## src/rtl/morse_pkg.sv

```systemverilog
// morse_pkg: state encoding, symbol values and default timing shared by the Morse game blocks
package morse_pkg;
    typedef enum logic [1:0] {IDLE, PRESS, GAP} morse_state_t;
    localparam logic SYM_DOT = 1'b0;
    localparam logic SYM_DASH = 1'b1;
    localparam int DEF_DASH_TICKS = 3;
    localparam int DEF_LETTER_GAP_TICKS = 3;
    localparam int DEF_MAX_SYMBOLS = 5;
    localparam int DEF_CNT_W = 4;
endpackage

```

## src/rtl/morse_tick_counter.sv

```systemverilog
// morse_tick_counter: saturating tick counter with synchronous clear
module morse_tick_counter
    import morse_pkg::*;
#(
    parameter int CNT_W = DEF_CNT_W
) (
    input  logic             clk,
    input  logic             rst,
    input  logic             clr,
    input  logic             en,
    output logic [CNT_W-1:0] cnt
);
    // clear has priority over counting; the count holds at all-ones instead of wrapping
    always_ff @(posedge clk) begin
        if (rst || clr) cnt <= '0;
        else if (en && cnt != '1) cnt <= cnt + 1'b1;
    end
endmodule

```

## src/rtl/morse_key_decoder.sv

```systemverilog
// morse_key_decoder: times key presses/gaps in ticks, classifies dots/dashes and assembles letter codes
module morse_key_decoder
    import morse_pkg::*;
#(
    parameter int DASH_TICKS       = DEF_DASH_TICKS,
    parameter int LETTER_GAP_TICKS = DEF_LETTER_GAP_TICKS,
    parameter int MAX_SYMBOLS      = DEF_MAX_SYMBOLS,
    parameter int CNT_W            = DEF_CNT_W
) (
    input  logic                   clk,
    input  logic                   rst,
    input  logic                   tick,
    input  logic                   key_in,
    output logic                   symbol_valid,
    output logic                   symbol_is_dash,
    output logic [MAX_SYMBOLS-1:0] code,
    output logic [2:0]             code_len,
    output logic                   letter_valid,
    output logic                   overflow
);
    if (LETTER_GAP_TICKS > 2**CNT_W - 1 || DASH_TICKS > 2**CNT_W - 1) begin : g_cnt_chk
        $error("tick thresholds do not fit in the CNT_W counter");
    end
    if (LETTER_GAP_TICKS < 1 || MAX_SYMBOLS > 7) begin : g_len_chk
        $error("letter gap must be at least one tick and code_len holds at most 7 symbols");
    end

    morse_state_t     state;
    logic             key_d;
    logic             rise;
    logic             fall;
    logic             is_dash;
    logic             gap_done;
    logic [CNT_W-1:0] cnt;

    assign rise     = key_in & ~key_d;
    assign fall     = ~key_in & key_d;
    assign is_dash  = (cnt >= CNT_W'(DASH_TICKS)) ? SYM_DASH : SYM_DOT;
    assign gap_done = tick && cnt >= CNT_W'(LETTER_GAP_TICKS - 1);

    // every key edge restarts the shared counter, so a coincident tick is lost to both phases
    morse_tick_counter #(.CNT_W(CNT_W)) u_cnt (
        .clk (clk),
        .rst (rst),
        .clr (rise | fall),
        .en  (tick && state != IDLE),
        .cnt (cnt)
    );

    // phase FSM with registered pulses and the symbol shift register
    always_ff @(posedge clk) begin
        if (rst) begin
            state          <= IDLE;
            key_d          <= 1'b0;
            symbol_valid   <= 1'b0;
            symbol_is_dash <= 1'b0;
            code           <= '0;
            code_len       <= '0;
            letter_valid   <= 1'b0;
            overflow       <= 1'b0;
        end else begin
            key_d        <= key_in;
            symbol_valid <= 1'b0;
            overflow     <= 1'b0;
            letter_valid <= 1'b0;
            if (letter_valid) begin
                code     <= '0;
                code_len <= '0;
            end
            case (state)
                IDLE: if (rise) state <= PRESS;
                PRESS: if (fall) begin
                    state          <= GAP;
                    symbol_valid   <= 1'b1;
                    symbol_is_dash <= is_dash;
                    if (code_len == 3'(MAX_SYMBOLS)) overflow <= 1'b1;
                    else begin
                        code[code_len] <= is_dash;
                        code_len       <= code_len + 3'd1;
                    end
                end
                GAP: if (rise) state <= PRESS;
                else if (gap_done) begin
                    state        <= IDLE;
                    letter_valid <= 1'b1;
                end
                default: state <= IDLE;
            endcase
        end
    end
endmodule

```

## config.mk

```make
export PLATFORM = sky130hd
export DESIGN_NAME = morse_key_decoder
export DESIGN_NICKNAME = d
export VERILOG_FILES = /design/src/rtl/morse_pkg.sv /design/src/rtl/morse_tick_counter.sv /design/src/rtl/morse_key_decoder.sv
export SDC_FILE = /design/constraint.sdc
export NUM_CORES = 1
export LEC_CHECK = 0
export CAP_MARGIN = 10
export CORE_UTILIZATION = 50
export CTS_CLUSTER_SIZE = 25
export DETAILED_ROUTE_END_ITERATION = 12
export GPL_TIMING_DRIVEN = 0
export PLACE_DENSITY = 0.77
export RECOVER_POWER = 100
export SLEW_MARGIN = 0
export SYNTH_ARGS = -nofsm -noshare
export SYNTH_HDL_FRONTEND = slang
export SYNTH_SLANG_ARGS = --single-unit
```

## constraint.sdc

```tcl
create_clock -name clk -period 1.8 [get_ports clk]
set_input_delay 0.27 -clock clk [delete_from_list [all_inputs] [get_ports clk]]
set_output_delay 0.27 -clock clk [all_outputs]
set_load 0.02 [all_outputs]
```

==> results of run 1 <==
[timing repair]
item,CTS,global route
gates resized for setup,0,1
setup endpoints to repair,0,1
hold buffers,0,0
[cell families after synthesis]
| group | count (synthesis) | synth area share |
|---|---|---|
| flip-flops | 19 | 0.4114 |
| adder cells (fa/ha/maj) | 6 | 0.08119 |
| buffers and inverters | 9 | 0.04060 |
| AND/OR/NAND/NOR | 43 | 0.2720 |
| multiplexers | 5 | 0.05413 |
| AO/OA/AOI/OAI | 18 | 0.1407 |
[power groups by stage]
stage          Combinational (mW)  Clock, mW  Sequential, mW
2_1_floorplan              0.0356          0           0.441
5_1_grt                    0.0623      0.226           0.432
6_report                   0.0561      0.208           0.431
3_5_place_dp               0.0571          0           0.441
3_3_place_gp               0.0552          0           0.440
4_1_cts                    0.0573      0.212           0.431
[routing by layer]
layer  wire (microns)  GRT usage  vias up  part of all wire
li1                 -          -      404                 -
met1              821     0.2375      381              0.45
met2              917     0.3594       26              0.50
met3               76    0.04400        4             0.041
met4               28    0.07879        0             0.015
met5                0          0        -                 0
[metrics by stage]
step	std cells	hold WS, ns	instance area (sq um)
detailed placement	140	0.4524	1106
CTS	144	0.4634	1132
global placement	140	0.4442	1106
finish	144	0.4562	1127
global route	144	0.4812	1127
floorplan	100	0.4104	924.6
[sequential cells by signal (all words and copies together), names as in the netlist]
name            count
key_d               1
code                5
u_cnt.cnt           4
overflow            1
code_len            3
symbol_valid        1
letter_valid        1
symbol_is_dash      1
state               2
[placed cells by master, fill, tap and decap left out, drive strengths merged, types with 3 or more instances in the layout]
master         Yosys  routed
o41ai              3       3
dfxtp             19      19
clkbuf             2       6
nor3               3       3
nand3              6       6
o21ai              4       4
clkdlybuf4s50      0       3
nand3b             3       3
nand2              7       7
mux2i              5       5
nor2              11      11
ha                 6       6
a21oi              5       5
inv                6       6
dlygate4sd3        0      12
[worst paths after layout]
check | to | cells after the start | start | slack [ns]
min reg2reg | code[1]$_SDFF_PP0_ | 2 | code[1]$_SDFF_PP0_ | 0.46
min | code[1]$_SDFF_PP0_ | 2 | code[1]$_SDFF_PP0_ | 0.46
max | code_len[0] | 1 | code_len[0]$_SDFF_PP0_ | 0.11
max reg2reg | code[3]$_SDFF_PP0_ | 4 | u_cnt.cnt[1]$_SDFFE_PP0P_ | 0.28
[area by class of cell]
cell class,count,area share
inverters,6,0.01998
flip-flops and latches,19,0.3385
well taps,25,0.02775
repair buffers,15,0.1332
multi-input cells,72,0.4440
plain buffers,3,0.01332
clock buffers,4,0.02331
==> impl_results.md, run 1 <==
- Status: finished clean
- Crit-path max cell delay: 0.70 ns
- CP Max Fanout: 10
- Initial Utilization: 0.5355
- Mapped Area: approximately 900 sq um
- Die area: 2025 sq um
- Max Fclk: 591.7 MHz
- FFs w/ async S/R, synth: 0
- Wire per inst: around 13 microns
- CP Capture Type: output pin
- Most frequent cells after synthesis: dfxtp_1, nor2_1, nand2_1
- Pin count of the biggest net entering global routing: 11
- Total GRT Usage: 0.2033
- Pre-CTS setup slack: -0.02576 ns
- Via Count: 815
- Setup repair bufs after CTS: 0
- Number of global-route vias before repair: 722
- DRT Wirelength: 1844 microns
- Clock transition at the registers of the reported paths: roughly 0.10 ns
- Die height: 45.01 microns
- Cell with the most instances after synthesis: dfxtp_1
- DRT antenna net count: 0
- # fillers: 142
- IO Pins: 16
- Cells after Synth: 100
- Largest area contributor in the netlist: dfxtp_1
- Yosys top cell area share: 0.4114
- Clock Power Share: 0.300
- CP Cell Sequence: dlygate4sd3_1
- Routability cong.: 0.7390
- Grt ovf: 0
- Worst Path Buf+Inv: 1
- Maxcap violations: 0
- Switching part of the total: 0.2311
- Clock Path Buffers: 2
- Seq pwr share: 0.620
- CP max stage cell: dlygate4sd3_1
- Initial antenna violation count: 0
- Top post-synthesis cells by area: dfxtp_1, ha_1, mux2i_1, nor2_1, nand3_1
- TritonRoute pass-1 iters: 5
- Number of synthesized register bits: 19
- Average size of a mapped cell: 9.246 sq um
- Final Hold Vio Count: 0
- Layout net count: 130
- CTS Buf Count: 3
- Tcrit/Tclk final: 0.9389
- Slew Limit Fails: 0
- First-pass GRT wire length: about 3000 microns
- Critical path startpoint category: flop
- Post-route DRC: 0
- Endpoints failing setup: 0
- Post-synth EDFFs: 0
- Core area: around 1700 sq um
- Overall power: 0.6951 mW
- Row count: 15
- Final Core Density: 0.6529
- Seq/Total Area, Yosys: 0.4114
- Vias per cell: 5.660
- Root Buffer: clkbuf_4
- WS Path Type: flop to output pin
- Ys Warns: 0
- Synth cell types: 34
- Cell Pwr Density: around 600 nW/um^2
- Clock Skew: 0.004645 ns
- Layout Area Growth over Synthesis: 21.92%
- Combinational Power Share: 0.081
- Share of cells above drive strength 1: 0.07563
- DR iter-0 viols: 21
- Sequential cell area: approximately 380 sq um
- Cell internal pwr: between 0.5 and 0.6 mW
- Multi-input gate area: 500.5 sq um
- Slew @ Worst Pin: 0.5481 ns
- Setup TNS Final: 0 ns
- Post-layout minimum cycle time: 1.690 ns
- Slew HR: 0.6298
- Leak pwr: 0.4631 nW
- Dominant synthesized flop cell: dfxtp_1
- H-Tree Depth: 1
- Die X: 45.01 microns
- DP HPWL: 1387 microns
- Worst vdd ir: 0.4890 mV
- CTS tree: built
- Worst path required time: 1.53 ns
- Syn nets: 110
- WP data arrival: 1.42 ns
- Clock sink count: 19
- Worst-Skew Late Latency: 0.29 ns
- RSZ-0062 raised after global routing: false
- Crit path max-delay family: buffers and inverters
- I/O Buffers: 15
- # diodes: 0
- Sw power: about 0.16 mW
- Final setup margin: about 0.11 ns
- Type of the most critical hold path: flop to flop
(Power assumes the default switching activity.)
==> inputs of run 2 (changes only) <==
--- a/config.mk
+++ b/config.mk
@@ -5,12 +5,13 @@
 export SDC_FILE = /design/constraint.sdc
 export NUM_CORES = 1
 export LEC_CHECK = 0
+export ABC_AREA = 1
 export CAP_MARGIN = 10
 export CORE_UTILIZATION = 50
 export CTS_CLUSTER_SIZE = 25
 export DETAILED_ROUTE_END_ITERATION = 12
 export GPL_TIMING_DRIVEN = 0
-export PLACE_DENSITY = 0.77
+export PLACE_DENSITY = 0.76
 export RECOVER_POWER = 100
 export SLEW_MARGIN = 0
 export SYNTH_ARGS = -nofsm -noshare
==> run 2 against run 1 <==
Setup slack better by 0.0095 ns. Hold slack lost 0.22 ns. Wire length increased by 11%. Sequential share of layout area is 1.6 points lower. Critical endpoint unchanged. Largest cell class unchanged.
==> impl_results.md, run 2 <==
- Top Registers: code: 5 flops, u_cnt.cnt: 4 flops, code_len: 3 flops
- CTS tree: built
- Commonest non-fill, non-tap cells in the layout: nor2_1, nand2_1, inv_1, dfxtp_1, dlygate4sd3_1
- Routability cong.: 0.7487 (+1.3%)
- Layout net count: 178 (+37%)
- Number of synthesized register bits: 19 (unchanged)
- WP depth: 1 (unchanged)
- Max Fclk: 595.1 MHz (+0.57%)
- Reg2Reg Depth: 6 (+2)
- Via Count: 936 (+15%)
- Core area: 1942 sq um (+12%)
- Row count: 16 (+1)
- CP Capture Type: output pin
- Final Hold Vio Count: 0 (unchanged)
- Wire per inst: 10.59 microns (-17%)
- Worst vdd ir: 0.4118 mV (-16%)
- Critical path startpoint category: flop
- Biggest register: code
- RR Startpoint: u_cnt.cnt[1]$_SDFFE_PP0P_
- TritonRoute pass-1 iters: 4 (-1)
- Cell Pwr Density: 610.3 nW/um^2 (-1.0%)
- CTS Buf Count: 3 (unchanged)
- Number of flip-flops in the largest register: 5 (unchanged)
- First-pass GRT wire length: 3284 microns (+7.7%)
- Number of global-route vias before repair: 787 (+9.0%)
- Slew HR: 0.7545 (+0.1247)
- CP max stage cell: clkdlybuf4s50_1
- Crit path max-delay family: buffers and inverters
- Endpoints failing setup: 0 (unchanged)
- Post-layout minimum cycle time: 1.680 ns (-0.009548 ns)
- Dominant synthesized flop cell: dfxtp_1
- Setup TNS Final: 0 ns (unchanged)
- DRT antenna net count: 0 (unchanged)
- WS Path Type: flop to output pin
- Maxcap violations: 0 (unchanged)
- IO Pins: 16 (unchanged)
- Largest area contributor in the netlist: dfxtp_1
- Tcrit/Tclk final: 0.9336 (-0.005304)
- Setup repair bufs after CTS: 0 (unchanged)
- Status: finished clean
- CP Cell Sequence: clkdlybuf4s50_1
- Die X: 47.36 microns (+5.2%)
- Post-cts resize count: 0 (unchanged)
- DRT Wirelength: 2055 microns (+11%)
- Clock transition at the registers of the reported paths: 0.11 ns (about the same)
- Crit-path max cell delay: 0.65 ns (-0.05 ns)
- # diodes: 0 (unchanged)
- Clock Skew: 0.003265 ns (-0.001380 ns)
- Critical path origin: code_len[0]$_SDFF_PP0_
- Layout Area Growth over Synthesis: 14.72%
- Clock sink count: 19 (unchanged)
- Worst-Skew Late Latency: 0.31 ns (+0.02 ns)
- WHS: 0.2373 ns (-0.2189 ns)
- R2R setup slack: 0.47 ns (+0.19 ns)
- Yosys top cell area share: 0.3698 (-0.04154)
- Average size of a mapped cell: 6.903 sq um (-25%)
- Share of cells above drive strength 1: 0.04790 (-0.02773)
- I/O Buffers: 14 (-1)
- Ys Warns: 0 (unchanged)
- Initial Utilization: 0.5296 (-0.005868)
- Synth cell types: 19 (-44%)
- Post-route DRC: 0 (unchanged)
- DP HPWL: 1545 microns (+11%)
- Initial antenna violation count: 0 (unchanged)
- Die area: 2243 sq um (+11%)
- FFs w/ async S/R, synth: 0 (unchanged)
- Seq/Total Area, Yosys: 0.3698 (-0.04154)
- Overall power: 0.7201 mW (+3.6%)
- Critical path endpoint: code_len[0]
- CP Max Fanout: 6 (-4)
- RSZ-0062 raised after global routing: false
- Slew Limit Fails: 0 (unchanged)
- Worst Path Buf+Inv: 1 (unchanged)
- Post-synth EDFFs: 0 (unchanged)
- Clock Path Buffers: 2 (unchanged)
- RR Endpoint: u_cnt.cnt[3]$_SDFFE_PP0P_
- Top post-synthesis cells by area: dfxtp_1, nor2_1, nand2_1, inv_1, ha_1
- WP data arrival: 1.41 ns (about the same)
- Most frequent cells after synthesis: nor2_1, nand2_1, inv_1
- Pin count of the biggest net entering global routing: 11 (unchanged)
- Root Buffer: clkbuf_4
- Leak pwr: 0.5513 nW (+19%)
- Cells after Synth: 149 (+49%)
- Grt ovf: 0 (unchanged)
- Vias per cell: 4.825 (-15%)
- Syn nets: 159 (+45%)
- Worst path required time: 1.53 ns (about the same)
- Type of the most critical hold path: primary input to flop
- Most common cell after layout, fill and taps aside: nor2_1
- DR iter-0 viols: 13 (-38%)
- Total GRT Usage: 0.2091 (+0.005772)
- Mapped Area: 1028 sq um (+11%)
- Slew @ Worst Pin: 0.3682 ns (-0.1799 ns)
- H-Tree Depth: 1 (unchanged)
- Die height: 47.36 microns (+5.2%)
- Cts hold-fix bufs: 0 (unchanged)
- Cell with the most instances after synthesis: nor2_1
-- run 2: worst min path at each step --
stage	end	cells after the start	startpoint	slack, ns
after floorplan	key_d$_SDFF_PP0_	2	key_in	0.40
after global placement	code[0]$_SDFF_PP0_	2	code[0]$_SDFF_PP0_	0.47
after detailed placement	code[0]$_SDFF_PP0_	2	code[0]$_SDFF_PP0_	0.48
after CTS	symbol_is_dash$_SDFFE_PP0P_	2	rst	0.23
after global routing	symbol_is_dash$_SDFFE_PP0P_	2	rst	0.24
final	symbol_is_dash$_SDFFE_PP0P_	2	rst	0.24
-- run 2: logic make-up (layout without fill, tap and decap cells) --
kind of cell,count (synthesis),count (layout),share of synthesized area
flip-flops,19,19,0.3698
AND/OR/NAND/NOR,82,82,0.3723
buffers and inverters,26,44,0.1046
adder cells (fa/ha/maj),6,6,0.07299
AO/OA/AOI/OAI,16,16,0.08029
-- run 2: area by class of cell --
cell class              instances  area [sq um]
inverters                      22         82.58
repair buffers                 14         140.1
well taps                      27         33.78
multi-input cells             104         498.0
clock buffers                   4         26.28
flip-flops and latches         19         380.4
fillers                       202         762.0
plain buffers                   4         18.77
-- run 2: stage by stage --
step,instance area (sq um),util,std cells,worst slack (ns)
after floorplan,1028,-,149,0.4585
after global placement,1202,0.6192,190,0.1661
after detailed placement,1202,0.6192,190,0.1303
after CTS,1229,0.6327,194,0.05635
after global routing,1180,0.6076,194,0.05432
final,1180,0.6076,194,0.1195
-- run 2: layer usage --
metal / global-route usage / vias up / wire length [microns]
met2: 0.3452 / 14 / 989
met5: 0 / - / 0
li1: - / 499 / -
met3: 0.03462 / 4 / 54
met1: 0.2685 / 419 / 982
met4: 0.08571 / 0 / 28
-- run 2: power breakdown --
part / leakage (nW) / switching, mW / internal (mW)
Combinational: 0.383 / 0.0358 / 0.0221
Clock: 0.0150 / 0.140 / 0.0866
Sequential: 0.154 / 0.00804 / 0.427
